==> config.mk <==
export PLATFORM = sky130hd
export DESIGN_NAME = sub32_iter
export DESIGN_NICKNAME = d
export VERILOG_FILES = /design/src/rtl/sub32_iter.sv
export SDC_FILE = /design/constraint.sdc
export NUM_CORES = 1
export LEC_CHECK = 0
export CAP_MARGIN = 20
export CORE_MARGIN = 4
export CORE_UTILIZATION = 47
export DETAILED_ROUTE_END_ITERATION = 6
export PLACE_DENSITY_LB_ADDON = 0.08
export SYNTH_ARGS = -nofsm -noshare
export SYNTH_HDL_FRONTEND = slang
export SYNTH_SLANG_ARGS = --single-unit
==> constraint.sdc <==
create_clock -name clk -period 2.25 [get_ports clk]
set_clock_uncertainty 0.15 [all_clocks]
set_input_delay 0.45 -clock clk [delete_from_list [all_inputs] [get_ports clk]]
set_output_delay 0.45 -clock clk [all_outputs]
set_load 0.05 [all_outputs]
==> src/rtl/sub32_iter.sv <==
// sub32_iter: iterative 32-bit adder/subtractor.
//   Computes A+B (sub=0) or A-B (sub=1) CHUNK bits per clock, least
//   significant slice first. An operation takes N = 32/CHUNK RUN cycles.
//
// Ports:
//   clk      in   clock, rising edge
//   rst_n    in   asynchronous active-low reset
//   start    in   request; accepted in IDLE or DONE, ignored in RUN
//   sub      in   1 = subtract, captured with start
//   A, B     in   32-bit operands, captured with start
//   busy     out  operation in progress (state RUN)
//   done     out  one-cycle pulse, results newly updated (state DONE)
//   S        out  result, held until the next completion
//   carry    out  carry out of bit 31 (for subtraction 1 = no borrow)
//   overflow out  signed overflow
//   zero     out  S == 0
//
// Handshake: start is a request sampled on the rising edge. It is taken
// whenever the block is in IDLE or DONE (DONE doubles as the accept cycle
// for back-to-back work). done and busy are never high together; results
// are valid during the done cycle and stay stable afterwards.

module sub32_iter #(
  parameter int CHUNK = 8
) (
  input  logic        clk,
  input  logic        rst_n,
  input  logic        start,
  input  logic        sub,
  input  logic [31:0] A,
  input  logic [31:0] B,
  output logic        busy,
  output logic        done,
  output logic [31:0] S,
  output logic        carry,
  output logic        overflow,
  output logic        zero
);

  localparam int N  = 32 / CHUNK;
  localparam int CW = (N > 1) ? $clog2(N) : 1;
  localparam logic [CW-1:0] LAST = CW'(N - 1);

  typedef enum logic [1:0] {IDLE, RUN, DONE} state_t;

  state_t        state_q, state_d;
  logic [CW-1:0] cnt_q, cnt_d;
  logic [31:0]   a_q, a_d;       // operand a, shifted right one slice per cycle
  logic [31:0]   b_q, b_d;       // operand b' = B ^ {32{sub}}, shifted likewise
  logic          c_q, c_d;       // ripple carry between slices
  logic [31:0]   acc_q, acc_d;   // result slices enter from the top
  logic [31:0]   s_q, s_d;
  logic          carry_q, carry_d;
  logic          ovf_q, ovf_d;
  logic          zero_q, zero_d;
  logic [CHUNK:0] sum;

  always_comb begin
    state_d = state_q;
    cnt_d   = cnt_q;
    a_d     = a_q;
    b_d     = b_q;
    c_d     = c_q;
    acc_d   = acc_q;
    s_d     = s_q;
    carry_d = carry_q;
    ovf_d   = ovf_q;
    zero_d  = zero_q;
    sum     = '0;

    case (state_q)
      IDLE, DONE: begin
        if (start) begin
          a_d     = A;
          b_d     = B ^ {32{sub}};
          c_d     = sub;
          acc_d   = '0;
          cnt_d   = '0;
          state_d = RUN;
        end else begin
          state_d = IDLE;
        end
      end
      RUN: begin
        sum   = {1'b0, a_q[CHUNK-1:0]} + {1'b0, b_q[CHUNK-1:0]} + {{CHUNK{1'b0}}, c_q};
        // After N shifts the accumulator holds slice 0 in the low bits.
        acc_d = (acc_q >> CHUNK) | (32'(sum[CHUNK-1:0]) << (32 - CHUNK));
        a_d   = a_q >> CHUNK;
        b_d   = b_q >> CHUNK;
        c_d   = sum[CHUNK];
        cnt_d = cnt_q + 1'b1;
        if (cnt_q == LAST) begin
          // On the last slice the low bits of a_q/b_q are the original
          // top slice, so bit CHUNK-1 is bit 31 of a and b'.
          state_d = DONE;
          cnt_d   = '0;
          s_d     = acc_d;
          carry_d = sum[CHUNK];
          ovf_d   = (a_q[CHUNK-1] == b_q[CHUNK-1]) && (sum[CHUNK-1] != a_q[CHUNK-1]);
          zero_d  = (acc_d == 32'd0);
        end
      end
      default: state_d = IDLE;
    endcase
  end

  always_ff @(posedge clk or negedge rst_n) begin
    if (!rst_n) begin
      state_q <= IDLE;
      cnt_q   <= '0;
      a_q     <= '0;
      b_q     <= '0;
      c_q     <= 1'b0;
      acc_q   <= '0;
      s_q     <= '0;
      carry_q <= 1'b0;
      ovf_q   <= 1'b0;
      zero_q  <= 1'b0;
    end else begin
      state_q <= state_d;
      cnt_q   <= cnt_d;
      a_q     <= a_d;
      b_q     <= b_d;
      c_q     <= c_d;
      acc_q   <= acc_d;
      s_q     <= s_d;
      carry_q <= carry_d;
      ovf_q   <= ovf_d;
      zero_q  <= zero_d;
    end
  end

  assign busy     = (state_q == RUN);
  assign done     = (state_q == DONE);
  assign S        = s_q;
  assign carry    = carry_q;
  assign overflow = ovf_q;
  assign zero     = zero_q;

endmodule

Word-level counts from Yosys, hierarchy flattened
Index checks and enable logic that the tools add are counted.

Input port bits: 68. Output and inout port bits: 37. Flip-flop bits (word level): 136.

Multiplexer cells: 14. $add $sub $neg: 3. Equal/unequal tests: 7. Reductions and logical operators: 7. Bitwise gates (word level): 2.

Operators with widths (count): $pmux W32 S2 (3); $mux W32 (3); $logic_not A32 Y1 (1); $or A24 B32 Y32 (1); $xor A32 B32 Y32 (1); $add A8 B8 Y9 (1); $add A9 B1 Y9 (1); $pmux W2 S2 (2); $mux W2 (3); $eq A2 B2 Y1 const B (2); $reduce_and A2 Y1 (2); $add A2 B1 Y2 const B (1); $eq A2 B1 Y1 const B (1); $logic_not A2 Y1 (1); $mux W1 (2); $ne A2 B1 Y1 const B (1); $ne A2 B2 Y1 const B (1); $pmux W1 S2 (1); $reduce_bool A2 Y1 (1); $reduce_or A2 Y1 (1); $eq A1 B1 Y1 (1); $logic_and A1 B1 Y1 (1); $ne A1 B1 Y1 (1).

Longest topological paths before layout
Word-level depth: 4. Mapped depth: 9. Gate-level depth less buffers: 9.

Worst setup path after synthesis
Ideal clock, no wire load.

Path type: register -> register. Start point: register a_q[0]. End point: register zero_q, in the netlist zero. Required time: 2.008 ns. Stages on the path, launching flop included: 10. Period minus slack after synthesis: 2.375 ns. Buffers on the path: 0. Path slack: -0.125 ns. Arrival: 2.133 ns. Path through: dfrtp_1 -> inv_1 -> fa_1 -> fa_1 -> nand2b_1 -> a21oi_1 -> xor2_1 -> nor4_2 -> nand4_2 -> o31ai_2.

Cells in the longest elaborated chain, start to end: 4.

Ends and longest elaborated chain: start, declared (RTL line 48) `logic [31:0] a_q, a_d;`; start signal, assigned (RTL line 111) `a_q <= '0;`; start signal, assigned (RTL line 122) `a_q <= a_d;`; $add A8 B8 Y9 (RTL line 85) `sum = {1'b0, a_q[CHUNK-1:0]} + {1'b0, b_q[CHUNK-1:0]} + {{CHUNK{1'b0}}, c_q};`; $add A9 B1 Y9 (RTL line 85); $or A24 B32 Y32 (RTL line 87) `acc_d = (acc_q >> CHUNK) | (32'(sum[CHUNK-1:0]) << (32 - CHUNK));`; $logic_not A32 Y1 (RTL line 100) `zero_d = (acc_d == 32'd0);`; end signal, assigned (RTL line 129) `zero_q <= zero_d;`; end, declared (RTL line 55) `logic zero_q, zero_d;`.

Every way passes these cells. A chain may end at the register's enable or synchronous reset.

Worst setup path after layout
Ends and elaborated chain as after synthesis.

==> reports/qor.yml <==
global_route:
  grt_use_total: 0.197
  grt_pass1_vias: 4090
  grt_pass1_wl_um: 20800
  globalRouteOverflowTotal: 0
  grt_max_degree: 65
  antenna_found_initial: 0
clock_network:
  cts_made_buffers: 17
  clk_pin_slew_worst_paths_ns: 0.06
  cts_num_sinks: 128
  cts_tree: "done"
  clk_path_buf_depth: 2
  cts-htree-levels: 4
  root_buffer: "clkbuf_16"
  clk_latency_ns: 0.41
floorplanning:
  ios: 105
  die_area_um2: 13700
  core_area_um2: 11500
  rows: 39
  die_y_um: 117
  die_x_um: 117
  start_util: 0.484
yosys:
  yosysMostFrequentCell: "dfrtp_1"
  synth_cell_types: 37
  yosys.area.top_type: "dfrtp_1"
  syn_area_um2: 5580
  ys_seq_area_frac: 0.574
  syn_avg_cell_area_um2: 11.6
  yosys_most_used_dff: "dfrtp_1"
  synthArstFlopShare: 1.00
  synth_seq_cells: 128
  synth.area.top_cells: "dfrtp_1, xnor2_1, mux2_2"
  synth_top_area_share: 0.574
  synthTopCellsByCount: "dfrtp_1, nand2_1, xnor2_1"
  synth-edff-count: 0
  ys_warn_count: 0
  syn_inst: 479
  synth_fp_nets: 557
layout:
  drive_gt1_frac: 0.181
  final_core_utilization: 0.668
  area_growth_pct: 37.9
  instances_no_fill: 750
  n_antenna_cell: 0
  fin_nets: 672
  nFillCells: 875
timing:
  slew_violations: 0
  finalCritPeriodShare: 1.04
  fin_ws_ns: -0.0911
  max_freq_ghz: 0.427
  hold_viol: 0
  timing_worst_slew_pin_value_ns: 0.503
  fin_crit_ns: 2.34
  slew_headroom: 0.664
  grt_setup_unrepaired: "yes"
  setup_violations: 1
detailed_routing:
  wl_per_cell_um: 16.7
  drc_errors: 0
  via_per_inst: 5.38
  ant_nets: 0
  vias: 4035
  wl_um: 12600
  drt_iter0_drc: 260
  dr.pass1.iters: 4
place:
  io_buffers: 104
  dpl.cell_count: 711
  hpwl_um: 8610
  gp_congestion: 0.789
  post-place-ws_ns: -0.159
power_and_ir_drop:
  swShare: 0.385
  total_power_mw: 13.0
  power.leakage_nw: 3.45
  p_per_area_nw_per_um2: 1690
  combinationalPowerShare: 0.452
  seqPwrFrac: 0.308
  p_clk_frac: 0.240
  power.switching_mw: 5.02
  ir_worst_vdd_mv: 0.778
  intPower_mw: 8.02
hold_path:
  min_path_cells: 2
  hp-class: "register to register"
status:
  violations: "negative setup slack"
  status: "finished, violations left"
critical_path:
  endpoint_kind: "register"
  cp.arrival_ns: 2.50
  cp_max_fo: 3
  required_ns: 2.41
  worstSetupPathType: "register to register"
  start_kind: "register"
  worstRegToRegCells: 9
flow_run:
  drv_cap: 0
## worst paths after layout
| kind | from | end | slack, ns |
|---|---|---|---|
| worst max-delay path | a_q[0]$_DFFE_PN0P_ | zero$_DFFE_PN0P_ | -0.09 |
| min in group asynchronous | rst_n | S[9]$_DFFE_PN0P_ | 0.40 |
| worst min-delay path | a_q[23]$_DFFE_PN0P_ | a_q[23]$_DFFE_PN0P_ | 0.32 |
| worst max register to register | a_q[0]$_DFFE_PN0P_ | zero$_DFFE_PN0P_ | -0.09 |
| worst min register to register | a_q[23]$_DFFE_PN0P_ | a_q[23]$_DFFE_PN0P_ | 0.32 |
| max in group asynchronous | rst_n | S[30]$_DFFE_PN0P_ | 0.91 |
## metal layers
| metal | vias to the layer above | part of all wire | global-route usage |
|---|---|---|---|
| met3 | 8 | 0.038 | 0.0530 |
| met2 | 100 | 0.50 | 0.316 |
| li1 | 1947 | - | - |
| met4 | 0 | 0.0098 | 0.0657 |
| met1 | 1980 | 0.45 | 0.260 |
| met5 | - | 0 | 0 |
## area by class of cell
type	instances	area, um2	area share
multi-input cells	311	2280	0.296
inverters	7	31.3	0.00407
clock inverters	13	231	0.0301
clock buffers	19	453	0.0589
well taps	143	179	0.0233
flip-flops and latches	128	3200	0.416
repair buffers	129	1320	0.171
## cell usage in the layout, fill, tap and decap left out, types with 3 or more instances in the layout
cell	instances
a22oi_1	23
inv_1	4
bufinv_16	6
a22o_1	27
mux2_2	25
nor2_1	28
ha_1	8
o21ai_1	3
nor4_1	4
o31ai_1	3
a221o_1	26
nand2_1	70
xnor2_1	35
nand2b_1	3
buf_4	19
buf_12	8
clkbuf_16	17
clkdlybuf4s50_1	100
o21ai_0	22
dfrtp_1	128
## critical path, stage by stage, from the launching register on
cell,delay (ns)
dfrtp_1,0.34
inv_2,0.05
fa_2,0.39
fa_2,0.56
nand2_2,0.05
nor3_2,0.11
nand4_1,0.13
nor3_2,0.16
nand4_2,0.12
o31ai_2,0.19
## state kept, by name (all words and copies together), names as in the netlist
register and count:
c_q 1, cnt_q 2, overflow 1, acc_q 24, b_q 32, a_q 32
zero 1, S 32, carry 1, state_q 2
## power by group through the flow
stage / sequential [mW] / clock [mW] / combinational, mW
2_1_floorplan: 4.77 / 0 / 2.92
3_3_place_gp: 4.01 / 0 / 5.51
3_5_place_dp: 4.04 / 0 / 5.62
4_1_cts: 4.02 / 3.18 / 5.67
5_1_grt: 4.13 / 3.30 / 6.39
6_report: 4.01 / 3.13 / 5.89
## logic make-up after synthesis
family | share of synthesized area
AOI/OAI and AO/OA | 0.161
buffers and inverters | 0.0305
DFF | 0.574
adders and majority gates | 0.0251
and+or+nand+nor | 0.0958
muxes | 0.0525
xor gates and xnor gates | 0.0612
## through the flow
| stage | setup TNS (ns) | hold WS, ns | instance area, um2 |
|---|---|---|---|
| finish | -0.0911 | 0.322 | 7690 |
| global route | -0.321 | 0.352 | 7690 |
| CTS | -0.127 | 0.327 | 7590 |
| detailed placement | -0.159 | 0.304 | 6900 |
| global placement | -0.0673 | 0.296 | 6900 |
| floorplan | 0 | 0.00441 | 5590 |
## repair_timing
action / in CTS / in global routing
hold buffers: 1 / 0
endpoints found under the hold margin: 34 / 0
setup buffers: 0 / 6
setup endpoints to repair: 1 / 11
resized for setup: 1 / 14
pin swaps: 1 / 4
Note: power is estimated with default switching activity, not from simulation.
